## config.mk

```make
export PLATFORM = sky130hd
export DESIGN_NAME = mips_cpu_muldiv_seq
export DESIGN_NICKNAME = d
export VERILOG_FILES = /design/src/rtl/mips_cpu_muldiv_seq.sv
export SDC_FILE = /design/constraint.sdc
export NUM_CORES = 1
export LEC_CHECK = 0
export ABC_AREA = 1
export CAP_MARGIN = 20
export CORE_ASPECT_RATIO = 1.75
export CORE_MARGIN = 2
export CORE_UTILIZATION = 30
export DETAILED_ROUTE_END_ITERATION = 8
export PLACE_DENSITY = 0.48
export SETUP_SLACK_MARGIN = 0.15
export SLEW_MARGIN = 5
export SYNTH_ARGS = -nofsm -noshare
export SYNTH_HDL_FRONTEND = slang
export SYNTH_SLANG_ARGS = --single-unit
```

## constraint.sdc

```tcl
create_clock -name clk -period 5.55 [get_ports clk]
set_input_delay 0.555 -clock clk [delete_from_list [all_inputs] [get_ports clk]]
set_output_delay 0.555 -clock clk [all_outputs]
set_load 0.005 [all_outputs]
```

## src/rtl/mips_cpu_muldiv_seq.sv

```systemverilog
// Iterative MULT/MULTU/DIV/DIVU sequencer owning HI/LO, also serving MTHI/MTLO and MFHI/MFLO reads.
// Latency fixed at 33 cycles of busy then a one-cycle done; busy is the only stall, flush aborts without commit.
module mips_cpu_muldiv_seq #(
    parameter int WIDTH = 32
) (
    input  logic             clk,
    input  logic             reset_n,
    input  logic             start,
    input  logic [1:0]       op,
    input  logic [WIDTH-1:0] a,
    input  logic [WIDTH-1:0] b,
    input  logic             flush,
    input  logic             mthi,
    input  logic             mtlo,
    output logic             busy,
    output logic             done,
    output logic [WIDTH-1:0] hi,
    output logic [WIDTH-1:0] lo
);

    localparam int CW = $clog2(WIDTH);

    typedef enum logic [1:0] {
        S_IDLE,
        S_CALC,
        S_FIX
    } state_t;

    state_t               state_q, state_d;
    logic [CW-1:0]        cnt_q, cnt_d;
    logic                 is_div_q, is_div_d;
    logic                 qneg_q, qneg_d;
    logic                 rneg_q, rneg_d;
    logic                 divz_q, divz_d;
    logic [WIDTH-1:0]     opb_q, opb_d;
    logic [2*WIDTH-1:0]   acc_q, acc_d;
    logic [WIDTH-1:0]     hi_q, hi_d;
    logic [WIDTH-1:0]     lo_q, lo_d;
    logic                 done_q, done_d;

    logic                 op_signed;
    logic [WIDTH-1:0]     abs_a, abs_b;
    logic [WIDTH:0]       mul_sum;
    logic [WIDTH:0]       rem_sh;
    logic                 div_ge;
    logic [WIDTH-1:0]     rem_new;
    logic [2*WIDTH-1:0]   acc_step;
    logic [2*WIDTH-1:0]   prod_fix;
    logic [WIDTH-1:0]     quo_fix, rem_fix;

    // Operand conditioning: signed ops run on magnitudes, sign fixed up at the end.
    always_comb begin
        op_signed = ~op[0];
        abs_a     = (op_signed && a[WIDTH-1]) ? -a : a;
        abs_b     = (op_signed && b[WIDTH-1]) ? -b : b;
    end

    // acc holds {partial product, multiplier} for mult and {remainder, quotient} for div.
    always_comb begin
        mul_sum  = {1'b0, acc_q[2*WIDTH-1:WIDTH]} + (acc_q[0] ? {1'b0, opb_q} : '0);
        rem_sh   = acc_q[2*WIDTH-1:WIDTH-1];
        div_ge   = (rem_sh >= {1'b0, opb_q});
        rem_new  = div_ge ? (rem_sh[WIDTH-1:0] - opb_q) : rem_sh[WIDTH-1:0];
        acc_step = is_div_q ? {rem_new, acc_q[WIDTH-2:0], div_ge}
                            : {mul_sum, acc_q[WIDTH-1:1]};
    end

    // Divide by zero leaves rem = dividend magnitude, so only the quotient needs forcing.
    always_comb begin
        prod_fix = qneg_q ? -acc_q : acc_q;
        quo_fix  = divz_q ? '1 : (qneg_q ? -acc_q[WIDTH-1:0] : acc_q[WIDTH-1:0]);
        rem_fix  = rneg_q ? -acc_q[2*WIDTH-1:WIDTH] : acc_q[2*WIDTH-1:WIDTH];
    end

    always_comb begin
        state_d  = state_q;
        cnt_d    = cnt_q;
        is_div_d = is_div_q;
        qneg_d   = qneg_q;
        rneg_d   = rneg_q;
        divz_d   = divz_q;
        opb_d    = opb_q;
        acc_d    = acc_q;
        hi_d     = hi_q;
        lo_d     = lo_q;
        done_d   = 1'b0;

        case (state_q)
            S_IDLE: begin
                if (start && !flush) begin
                    state_d  = S_CALC;
                    cnt_d    = '0;
                    is_div_d = op[1];
                    qneg_d   = op_signed & (a[WIDTH-1] ^ b[WIDTH-1]);
                    rneg_d   = op_signed & a[WIDTH-1];
                    divz_d   = op[1] & (b == '0);
                    opb_d    = op[1] ? abs_b : abs_a;
                    acc_d    = {{WIDTH{1'b0}}, (op[1] ? abs_a : abs_b)};
                end else if (!start) begin
                    if (mthi) hi_d = a;
                    if (mtlo) lo_d = a;
                end
            end
            S_CALC: begin
                if (flush) begin
                    state_d = S_IDLE;
                    cnt_d   = '0;
                end else begin
                    acc_d = acc_step;
                    if (cnt_q == CW'(WIDTH - 1)) begin
                        cnt_d   = '0;
                        state_d = S_FIX;
                    end else begin
                        cnt_d = cnt_q + 1'b1;
                    end
                end
            end
            S_FIX: begin
                state_d = S_IDLE;
                if (!flush) begin
                    done_d = 1'b1;
                    if (is_div_q) begin
                        hi_d = rem_fix;
                        lo_d = quo_fix;
                    end else begin
                        hi_d = prod_fix[2*WIDTH-1:WIDTH];
                        lo_d = prod_fix[WIDTH-1:0];
                    end
                end
            end
            default: state_d = S_IDLE;
        endcase
    end

    always_ff @(posedge clk or negedge reset_n) begin
        if (!reset_n) begin
            state_q  <= S_IDLE;
            cnt_q    <= '0;
            is_div_q <= 1'b0;
            qneg_q   <= 1'b0;
            rneg_q   <= 1'b0;
            divz_q   <= 1'b0;
            opb_q    <= '0;
            acc_q    <= '0;
            hi_q     <= '0;
            lo_q     <= '0;
            done_q   <= 1'b0;
        end else begin
            state_q  <= state_d;
            cnt_q    <= cnt_d;
            is_div_q <= is_div_d;
            qneg_q   <= qneg_d;
            rneg_q   <= rneg_d;
            divz_q   <= divz_d;
            opb_q    <= opb_d;
            acc_q    <= acc_d;
            hi_q     <= hi_d;
            lo_q     <= lo_d;
            done_q   <= done_d;
        end
    end

    assign busy = (state_q != S_IDLE);
    assign done = done_q;
    assign hi   = hi_q;
    assign lo   = lo_q;

endmodule
```

==> flow_metrics.tcl, run 1 <==
set metrics [dict create \
    outcome "finished, final reports clean" \
    slowest_delay_ns 0.76 \
    period_needed_ns 3.97 \
    cts_tree "built" \
    ctsRootBufferMaster "clkbuf_16" \
    yosys_warnings 0 \
    max_cap_viol_count 0 \
    multiInputGateArea_sq_mm 0.0118 \
    drt_iter0_drc 1970 \
    syn_avg_cell_area_sq_um 5.80 \
    r2r_cells 13 \
    r2r_setup_slack_ns 1.58 \
    cts_resized 0 \
    cp_slowest_cell "o21ai_0" \
    cp_cell_sequence "nand2_1 -> inv_1 -> ha_1 -> inv_1 -> fa_1 -> o21ai_0 -> a21oi_1 -> o21ai_0 -> nand2_1 -> nand3_1 -> nand3_1 -> nand3_1 -> nand2_1" \
    via_per_inst 5.43 \
    cp_num_buf_inv 2 \
    grt_start_max_net_pins 75 \
    clock-sinks 172 \
    vdd_drop_max_v 0.000269 \
    holdWs_ns 0.0560 \
    syn_nets 3256 \
    slew_headroom 0.413 \
    synth_edf_count 0 \
    critPathMaxFanout 6 \
    rsz0062_at_grt "false" \
    p_leak_nw 10.2 \
    async_reset_ff_frac 1.00 \
    critical_path_class "reg -> reg" \
    antenna_found_initial 0 \
    grt_pass1_vias 21200 \
    power_density_mw_per_mm2 545 \
    routed_wl_microns 101000 \
    gp_routability_congestion 0.988 \
    cp_top_family "compound AO/OA/AOI/OAI gates" \
    clock_path_buffers 2 \
    final_max_slew_viol_count 0 \
    cts.clk_slew.worst_paths_ns 0.08 \
    seqCellArea_sq_mm 0.00431 \
    fin_cells 3991 \
    ys_ff_latch 172 \
    crit_cells 13 \
    vias 21700 \
    wire_per_inst_microns 25.4 \
    ios 138 \
    end_kind "flip-flop" \
    clock_latency_ns 0.50 \
    io_buffers 137 \
    placed_cells 3958 \
    crit_path_start_kind "flip-flop" \
    reg2reg_from "acc_q[0]" \
    track_usage 0.324 \
    numCtsBuffers 17 \
    hold_viol 0 \
    period_share 0.715 \
    finalSetupTns_ns 0 \
    die_y_microns 328 \
    htree_levels 4 \
    cts_hold_buf 0 \
    syn-cell-area_sq_mm 0.0180 \
    synthTopCellsByArea "dfrtp_1, nand2_1, nor2_1" \
    core_sq_mm 0.0599 \
    setup_viol 0 \
    clock_skew_ns 0.0294 \
    tightestPinTransition_ns 0.872 \
    dp_hpwl_microns 83400 \
    drc 0 \
    syn_inst 3112 \
    cts_setup_buffers 0 \
    cp.arrival_ns 4.34 \
    dieWidth_microns 189 \
    netlist.area_leader.share 0.239 \
    layout-drive-gt1-share 0.0390 \
    grt_overflow 0 \
    synthFlopType "dfrtp_1" \
    min_path_type "in -> async" \
    yosysSeqAreaShare 0.239 \
    fill_cells 6830 \
    grt_pass1_wl_microns 145000 \
    timing.fmax_mhz 252 \
    die_area_sq_mm 0.0622 \
    yosysTopAreaCell "dfrtp_1" \
    initial_utilization 0.301 \
    final_net_count 3335 \
    ant_nets 0 \
    yosysUniqueCellTypes 50 \
    drt-pass1-iter-count 7 \
    rows 119 \
    r2r-end "acc_q[61]" \
    required_ns 5.92 \
    area_delta_synth_final_pct 15.3 \
]
-- logic make-up (layout without fill, tap and decap cells) --
kind of cell	Yosys count	count (layout)	synth area share
buffers and inverters	505	597	0.109
and+or+nand+nor	1805	1805	0.421
other	0	1	0
AOI/OAI and AO/OA	500	500	0.153
xor gates and xnor gates	58	58	0.0282
DFF	172	172	0.239
adders and majority gates	72	72	0.0508
-- per-stage QoR --
step	setup WS [ns]	power, W	utilization	instance area, sq um
final	1.58	0.0113	0.348	20800
after CTS	1.73	0.0113	0.347	20800
after global routing	1.60	0.0121	0.347	20800
after detailed placement	1.76	0.00987	0.337	20200
after floorplan	3.22	0.00675	-	18000
after global placement	1.77	0.00989	0.337	20200
-- worst register-to-register path: cells and delay by family (launching register included) --
kind	cells	cell delay, ns
AOI/OAI and AO/OA	3	1.82
and+or+nand+nor	6	0.63
DFF	1	0.54
buffers and inverters	2	0.16
adders and majority gates	2	0.73
-- how the worst max path moves through the flow --
| stage | start | to |
|---|---|---|
| 3_5_place_dp | acc_q[0] | acc_q[61] |
| 4_1_cts | acc_q[0] | acc_q[61] |
| 2_1_floorplan | acc_q[0] | acc_q[53] |
| 6_report | acc_q[0] | acc_q[61] |
| 3_3_place_gp | acc_q[0] | acc_q[61] |
| 5_1_grt | acc_q[0] | acc_q[61] |
-- registers in the layout, indices dropped and copies added, names as in the netlist --
signal    flops
acc_q        64
hi           32
lo           32
opb_q        32
cnt_q         5
state_q       2
divz_q        1
done          1
is_div_q      1
qneg_q        1
rneg_q        1
-- power breakdown --
| part | internal, W | switching [W] | total, W |
|---|---|---|---|
| Sequential | 0.00168 | 0.000817 | 0.00250 |
| Clock | 0.000729 | 0.000650 | 0.00138 |
| Combinational | 0.00231 | 0.00515 | 0.00746 |
| Total | 0.00472 | 0.00661 | 0.0113 |
-- per-layer routing --
layer	track usage	up-vias	wire length, microns
met5	0	-	0
met4	0.298	0	11000
met3	0.0303	285	3980
met2	0.577	913	50800
met1	0.333	10200	35600
li1	-	10300	-
-- synthesized netlist by cell type (all sizes together), types with 2 or more instances --
library cell,number
nand2,908
nor2,463
inv,399
nand3,313
a21oi,226
o21ai,173
dfrtp,172
ha,70
clkbuf,63
nand4,56
xor2,47
buf,42
nor3,30
a31oi,23
o211ai,21
o221ai,16
a22oi,14
nand3b,13
or2,11
xnor2,11
o21bai,10
and2,7
a21o,4
o22ai,4
nor4,3
o31ai,3
a21boi,2
fa,2
-- layout by cell type, fill, tap and decap left out, types with 3 or more instances in the layout --
cell type	synthesis	layout
nand3_1	311	311
xor2_1	47	47
nor3_1	28	28
clkdlybuf4s50_1	0	136
a21o_1	4	4
o21ai_0	158	158
o211ai_1	21	21
o21ai_2	3	4
a21oi_1	225	225
ha_1	70	70
nand2_2	8	8
o22ai_1	4	4
nand2_1	898	898
bufinv_16	0	3
clkbuf_16	0	17
buf_4	3	28
o21bai_1	10	10
a22oi_1	14	14
or2_2	10	10
dfrtp_1	172	171
nand3b_1	13	13
nor2_4	8	9
xnor2_1	11	11
and2_1	6	6
nor4_1	3	3
nand4_1	56	56
nor2_2	11	12
o221ai_1	16	16
o31ai_1	3	3
inv_2	12	13
inv_6	0	4
o21ai_1	12	11
nor2_1	444	442
inv_1	387	386
a31oi_1	23	23
-- cell type report --
class | instances | share of cell area
well taps | 786 | 0.0473
diodes | 1 | 0.000120
inverters | 400 | 0.0722
flip-flops and latches | 172 | 0.207
clock inverters | 14 | 0.00974
clock buffers | 18 | 0.0206
repair buffers | 165 | 0.0761
multi-input cells | 2435 | 0.567
Power figures use the tool's default switching activity.
==> inputs of run 2 (changes only) <==
- PLACE_DENSITY: 0.48 -> 0.49
- clock period: 5.55 -> 3.6 ns (I/O delays scaled with it)
==> run 2 against run 1 <==
  * Cell area up 2.0%
  * First-iteration DRC count is 14% lower
  * Setup slack got worse by 1.1 ns
  * Routed wire length increased by 2.4%
  * Clock power increased by 46%
  * Die area did not move
  * Critical path depth rose by 2
  * Sequential share of layout area fell by 0.41 points
  * Combinational power grew 68%
  * Hold slack gained 0.37 ns
  * Highest routed layer unchanged
  * Final cell count grew 1.3%
  * Largest cell class unchanged
  * Critical endpoint is now acc_q[41]
  * Global-route usage up 0.84 points
==> flow_metrics.tcl, run 2 (synthesis gave the netlist of run 1 again) <==
set metrics [dict create \
    outcome "finished, final reports clean" \
    min_path_type "in -> async" \
    vias 21700 \
    r2r_setup_slack_ns 0.51 \
    routed_wl_microns 104000 \
    cp_top_family "simple AND/OR/NAND/NOR gates" \
    slew_headroom 0.393 \
    cp.arrival_ns 3.51 \
    timing.fmax_mhz 323 \
    diodes 0 \
    slowest_delay_ns 0.48 \
    cpMostUsedCell "nand2_1" \
    numCtsBuffers 17 \
    fill_cells 6825 \
    critPathLaunch "acc_q[0]" \
    die_area_sq_mm 0.0622 \
    drt_iter0_drc 1686 \
    clock-sinks 172 \
    cp_cell_sequence "buf_12 -> nand2_1 -> inv_1 -> ha_1 -> inv_1 -> fa_1 -> o21ai_1 -> nand2_1 -> nand2_1 -> nand2_1 -> nand2_1 -> nor2_1 -> o21ai_0 -> nand4_1 -> nand2_1" \
    clock_latency_ns 0.49 \
    multiInputGateArea_sq_mm 0.0118 \
    dpl_cell_area_sq_mm 0.0206 \
    core_sq_mm 0.0599 \
    fin_area_sq_mm 0.0212 \
    end_kind "flip-flop" \
    area_delta_synth_final_pct 17.6 \
    via_per_inst 5.37 \
    period_needed_ns 3.09 \
    setup_viol 0 \
    rows 119 \
    ant_nets 0 \
    max_cap_viol_count 0 \
    antenna_found_initial 0 \
    cts_setup_buffers 0 \
    critical_path_class "reg -> reg" \
    grt_overflow 0 \
    die_y_microns 328 \
    vdd_drop_max_v 0.000471 \
    cp_num_buf_inv 3 \
    cp_slowest_cell "dfrtp_1" \
    critPathMaxFanout 31 \
    crit_path_start_kind "flip-flop" \
    grt_start_max_net_pins 68 \
    cts.clk_slew.worst_paths_ns 0.07 \
    gp_routability_congestion 0.981 \
    drc 0 \
    dp_hpwl_microns 86500 \
    finalSetupTns_ns 0 \
    ios 138 \
    final_net_count 3389 \
    layout-drive-gt1-share 0.0543 \
    period_share 0.859 \
    final_cell_mix "nand2_1, nor2_1, inv_1, nand3_1, a21oi_1" \
    initial_utilization 0.301 \
    grt_pass1_vias 21700 \
    track_usage 0.332 \
    largest_reg_flops 64 \
    final_max_slew_viol_count 0 \
    drt-pass1-iter-count 6 \
    wire_per_inst_microns 25.7 \
    io_buffers 137 \
    power_density_mw_per_mm2 848 \
    htree_levels 4 \
    ctsRootBufferMaster "clkbuf_16" \
    reg2reg_from "acc_q[0]" \
    top_register "acc_q" \
    hold_viol 0 \
    cts_tree "built" \
    seqCellArea_sq_mm 0.00431 \
    tightestPinTransition_ns 0.911 \
    grt_pass1_wl_microns 148000 \
    dieWidth_microns 189 \
    p_leak_nw 10.4 \
    required_ns 4.02 \
    clock_skew_ns 0.0138 \
    final_common_cell "nand2_1" \
    clock_path_buffers 2 \
    rsz0062_at_grt "false" \
]
run 2: changes by cell type in the layout (fill, tap and decap cells not counted), moves of 2 or more:
cell	before	now
clkinv_8	2	0
clkbuf_8	0	2
buf_12	0	4
buf_4	28	77
inv_8	2	0
clkinvlp_4	0	3
run 2: layout make-up:
| type | instances | area share |
|---|---|---|
| Clock buffer | 20 | 0.0215 |
| Clock inverter | 11 | 0.00637 |
| Inverter | 400 | 0.0708 |
| Multi-Input combinational cell | 2435 | 0.556 |
| Sequential cell | 172 | 0.203 |
| Tap cell | 786 | 0.0464 |
| Timing Repair Buffer | 219 | 0.0962 |
run 2: what timing repair did:
action	4_1_cts	5_1_grt
endpoints found under the hold margin	61	0
hold buffers	1	0
endpoints found under the setup margin	0	7
resized for setup	0	1
run 2: path summary, 6_finish.rpt:
kind / to / cells after the start
min in group clk: lo[2] / 2
hold / removal: hi[21] / 2
setup / recovery: acc_q[41] / 15
max in group asynchronous: acc_q[27] / 3
setup reg to reg: acc_q[41] / 15
hold reg to reg: lo[2] / 2
run 2: per-layer routing:
layer	wire length, microns	GRT usage	vias up
li1	-	-	10400
met1	36200	0.342	10300
met2	53000	0.602	815
met3	4090	0.0298	255
met4	10600	0.285	0
met5	0	0	-
run 2: stage by stage:
stage,hold slack [ns],total power (W),worst slack [ns],cells,utilization
6_report,0.421,0.0180,0.506,4043,0.354
5_1_grt,0.517,0.0192,0.250,4043,0.354
4_1_cts,0.500,0.0179,0.346,4043,0.354
3_5_place_dp,0.437,0.0158,0.376,4011,0.344
3_3_place_gp,0.435,0.0159,0.410,4011,0.344
2_1_floorplan,0.0644,0.0104,1.27,3112,-
run 2: power breakdown:
group          switching, W  internal [W]
Clock              0.000958       0.00107
Sequential         0.000863       0.00260
Combinational       0.00855       0.00395
Total                0.0104       0.00761
==> inputs of run 3 (changes only) <==
- CORE_UTILIZATION: 30 -> 55
- PLACE_DENSITY: 0.49 -> 0.8
==> run 3 against run 2 <==
  * The flow now stops in global routing
  * Synthesized cell count is the same
  * Area after synthesis did not move
==> flow_metrics.tcl, run 3 <==
set metrics [dict create \
    outcome "stopped before the end" \
    lastStage "global routing" \
    toolErrorMsg "[ERROR GRT-0116] Global routing finished with congestion. Check the congestion regions in the DRC Viewer." \
    grt_pass1_vias 23500 \
    dieWidth_microns 141 \
    cts_setup_buffers 0 \
    track_usage 0.576 \
    cts_hold_buf 0 \
    ctsRootBufferMaster "clkbuf_16" \
    initial_utilization 0.560 \
    grt_start_max_net_pins 89 \
    syn_nets 3256 \
    syn_inst 3112 \
    synth_edf_count 0 \
    synthMostInstantiatedCell "nand2_1" \
    io_buffers 137 \
    clock_path_buffers 2 \
    cts_resized 0 \
    yosysSeqAreaShare 0.239 \
    yosysTopAreaCell "dfrtp_1" \
    async_reset_ff_frac 1.00 \
    synthFlopType "dfrtp_1" \
    yosys_warnings 0 \
    synthTopCellsByArea "dfrtp_1, nand2_1, nor2_1" \
    die_y_microns 244 \
    synthTopCellsByCount "nand2_1, nor2_1, inv_1" \
    htree_levels 4 \
    netlist.area_leader.share 0.239 \
    rows 87 \
    numCtsBuffers 17 \
    dp_hpwl_microns 71400 \
    ios 138 \
    clock-sinks 172 \
    syn_avg_cell_area_sq_um 5.80 \
    grt_pass1_wl_microns 148000 \
    ys_ff_latch 172 \
    syn-cell-area_sq_mm 0.0180 \
    gp_routability_congestion 1.13 \
    yosysUniqueCellTypes 50 \
    grt_overflow 27 \
]
## run 3: cell counts after synthesis
No cell type changed its count.
## run 3: per-layer routing
| layer | GRT usage | GRT overflow |
|---|---|---|
| met5 | 0.0702 | 0 |
| met4 | 0.600 | 14 |
| met3 | 0.266 | 0 |
| met2 | 0.843 | 13 |
| met1 | 0.572 | 0 |
## run 3: per-stage QoR
stage / hold slack [ns] / std cells / util / cell area (sq um) / worst slack, ns
after global placement: 0.470 / 3602 / 0.619 / 19900 / 0.456
after floorplan: 0.0644 / 3112 / - / 18000 / 1.27
after detailed placement: 0.481 / 3602 / 0.619 / 19900 / 0.372
after CTS: 0.00159 / 3634 / 0.638 / 20500 / 0.362
## run 3: logic make-up after synthesis
group,count (synthesis),synth area share
buffers and inverters,505,0.109
and+or+nand+nor,1805,0.421
AOI/OAI and AO/OA,500,0.153
xor gates and xnor gates,58,0.0282
adders and majority gates,72,0.0508
DFF,172,0.239
==> inputs of run 4 (changes only) <==
- CORE_ASPECT_RATIO: 1.75 -> not set
- CORE_UTILIZATION: 55 -> 40
- PLACE_DENSITY: 0.8 -> not set
- PLACE_DENSITY_LB_ADDON: not set -> 0.15
- SETUP_SLACK_MARGIN: 0.15 -> not set
- clock period: 3.6 -> 4.7 ns (I/O delays scaled with it)
==> run 4 against run 3 <==
  * The run now ends clean
==> flow_metrics.tcl, run 4 (synthesis gave the netlist of run 1 again) <==
set metrics [dict create \
    outcome "finished, final reports clean" \
    initial_utilization 0.406 \
    final_cell_mix "nand2_1, nor2_1, inv_1, nand3_1, a21oi_1" \
    gp_routability_congestion 1.08 \
    clock_skew_ns 0.0199 \
    holdWs_ns 0.486 \
    antenna_found_initial 0 \
    io_buffers 137 \
    crit_path_start_kind "flip-flop" \
    vdd_drop_max_v 0.000294 \
    p_leak_nw 10.2 \
    period_needed_ns 3.28 \
    slew_headroom 0.352 \
    ant_nets 0 \
    min_path_type "in -> async" \
    dp_hpwl_microns 71700 \
    largest_reg_flops 64 \
    cts_tree "built" \
    core_sq_mm 0.0444 \
    wire_per_inst_microns 23.6 \
    htree_levels 4 \
    power_density_mw_per_mm2 626 \
    tightestPinTransition_ns 0.972 \
    rows 77 \
    cp_top_family "compound AO/OA/AOI/OAI gates" \
    die_y_microns 216 \
    clock-sinks 172 \
    rsz0062_at_grt "false" \
    die_area_sq_mm 0.0468 \
    cts.clk_slew.worst_paths_ns 0.08 \
    clock_latency_ns 0.50 \
    layout-drive-gt1-share 0.0402 \
    grt_pass1_vias 20600 \
    cts_resized 0 \
    dieWidth_microns 216 \
    hold_viol 0 \
    setup_viol 0 \
    cpMostUsedCell "nand3_1" \
    required_ns 5.09 \
    area_delta_synth_final_pct 14.0 \
    numCtsBuffers 17 \
    max_cap_viol_count 0 \
    ios 138 \
    cp_num_buf_inv 1 \
    timing.fmax_mhz 305 \
    track_usage 0.380 \
    finalSetupTns_ns 0 \
    end_kind "flip-flop" \
    critPathMaxFanout 6 \
    grt_start_max_net_pins 99 \
    final_net_count 3339 \
    slowest_delay_ns 0.73 \
    grt_overflow 0 \
    top_register "acc_q" \
    cp_slowest_cell "o21ai_0" \
    period_share 0.698 \
    cp.arrival_ns 3.68 \
    clock_path_buffers 2 \
    drt_iter0_drc 2583 \
    drc 0 \
    ctsRootBufferMaster "clkbuf_16" \
    vias 21900 \
    final_common_cell "nand2_1" \
    drt-pass1-iter-count 7 \
    final_max_slew_viol_count 0 \
    grt_pass1_wl_microns 132000 \
    via_per_inst 5.76 \
    routed_wl_microns 89600 \
    diodes 0 \
    cp_cell_sequence "ha_1 -> inv_1 -> fa_1 -> o21ai_0 -> a21oi_1 -> o21ai_0 -> nand2_1 -> nand3_1 -> nand3_1 -> nand3_1 -> nand2_1" \
    critical_path_class "reg -> reg" \
]
-- run 4: path summary, 6_finish.rpt --
check | startpoint | to | slack, ns | depth (start not counted)
setup / recovery | acc_q[32] | acc_q[53] | 1.42 | 11
hold / removal | reset_n | cnt_q[0] | 0.49 | 2
setup reg to reg | acc_q[32] | acc_q[53] | 1.42 | 11
hold reg to reg | lo[12] | lo[12] | 0.51 | 2
max in group asynchronous | reset_n | acc_q[56] | 3.09 | 3
min in group clk | lo[12] | lo[12] | 0.51 | 2
-- run 4: layout make-up --
| class | count | area (sq um) |
|---|---|---|
| Timing Repair Buffer | 169 | 1630 |
| Fill cell | 4844 | 23900 |
| Tap cell | 592 | 741 |
| Inverter | 400 | 1500 |
| Clock buffer | 17 | 425 |
| Clock inverter | 15 | 170 |
| Sequential cell | 172 | 4310 |
| Multi-Input combinational cell | 2435 | 11800 |
-- run 4: power breakdown --
part | leakage (nW) | switching, W | internal [W] | total [W]
sequential | 2.04 | 0.000798 | 0.00199 | 0.00279
combinational | 7.85 | 0.00584 | 0.00274 | 0.00858
clock | 0.279 | 0.000783 | 0.000711 | 0.00149
total | 10.2 | 0.00742 | 0.00544 | 0.0129
-- run 4: what timing repair did --
action                                  in CTS  in global routing
setup buffers                                0                  0
endpoints found under the setup margin       0                  0
hold buffers                                 1                  0
hold endpoints to repair                     7                  0
-- run 4: per-layer routing --
metal / GRT usage / routed length [microns]
met4: 0.172 / 4410
met3: 0.0817 / 8070
met1: 0.495 / 37300
met5: 0 / 0
met2: 0.604 / 39900
-- run 4: metrics by stage --
| step | setup slack, ns | std cells | utilization | power (W) | instance area [sq um] |
|---|---|---|---|---|---|
| finish | 1.42 | 3800 | 0.463 | 0.0129 | 20600 |
| global route | 1.14 | 3800 | 0.463 | 0.0138 | 20600 |
| CTS | 1.40 | 3800 | 0.463 | 0.0126 | 20600 |
| detailed placement | 1.40 | 3767 | 0.449 | 0.0111 | 20000 |
| global placement | 1.47 | 3767 | 0.449 | 0.0111 | 20000 |
| floorplan | 2.37 | 3112 | - | 0.00798 | 18000 |
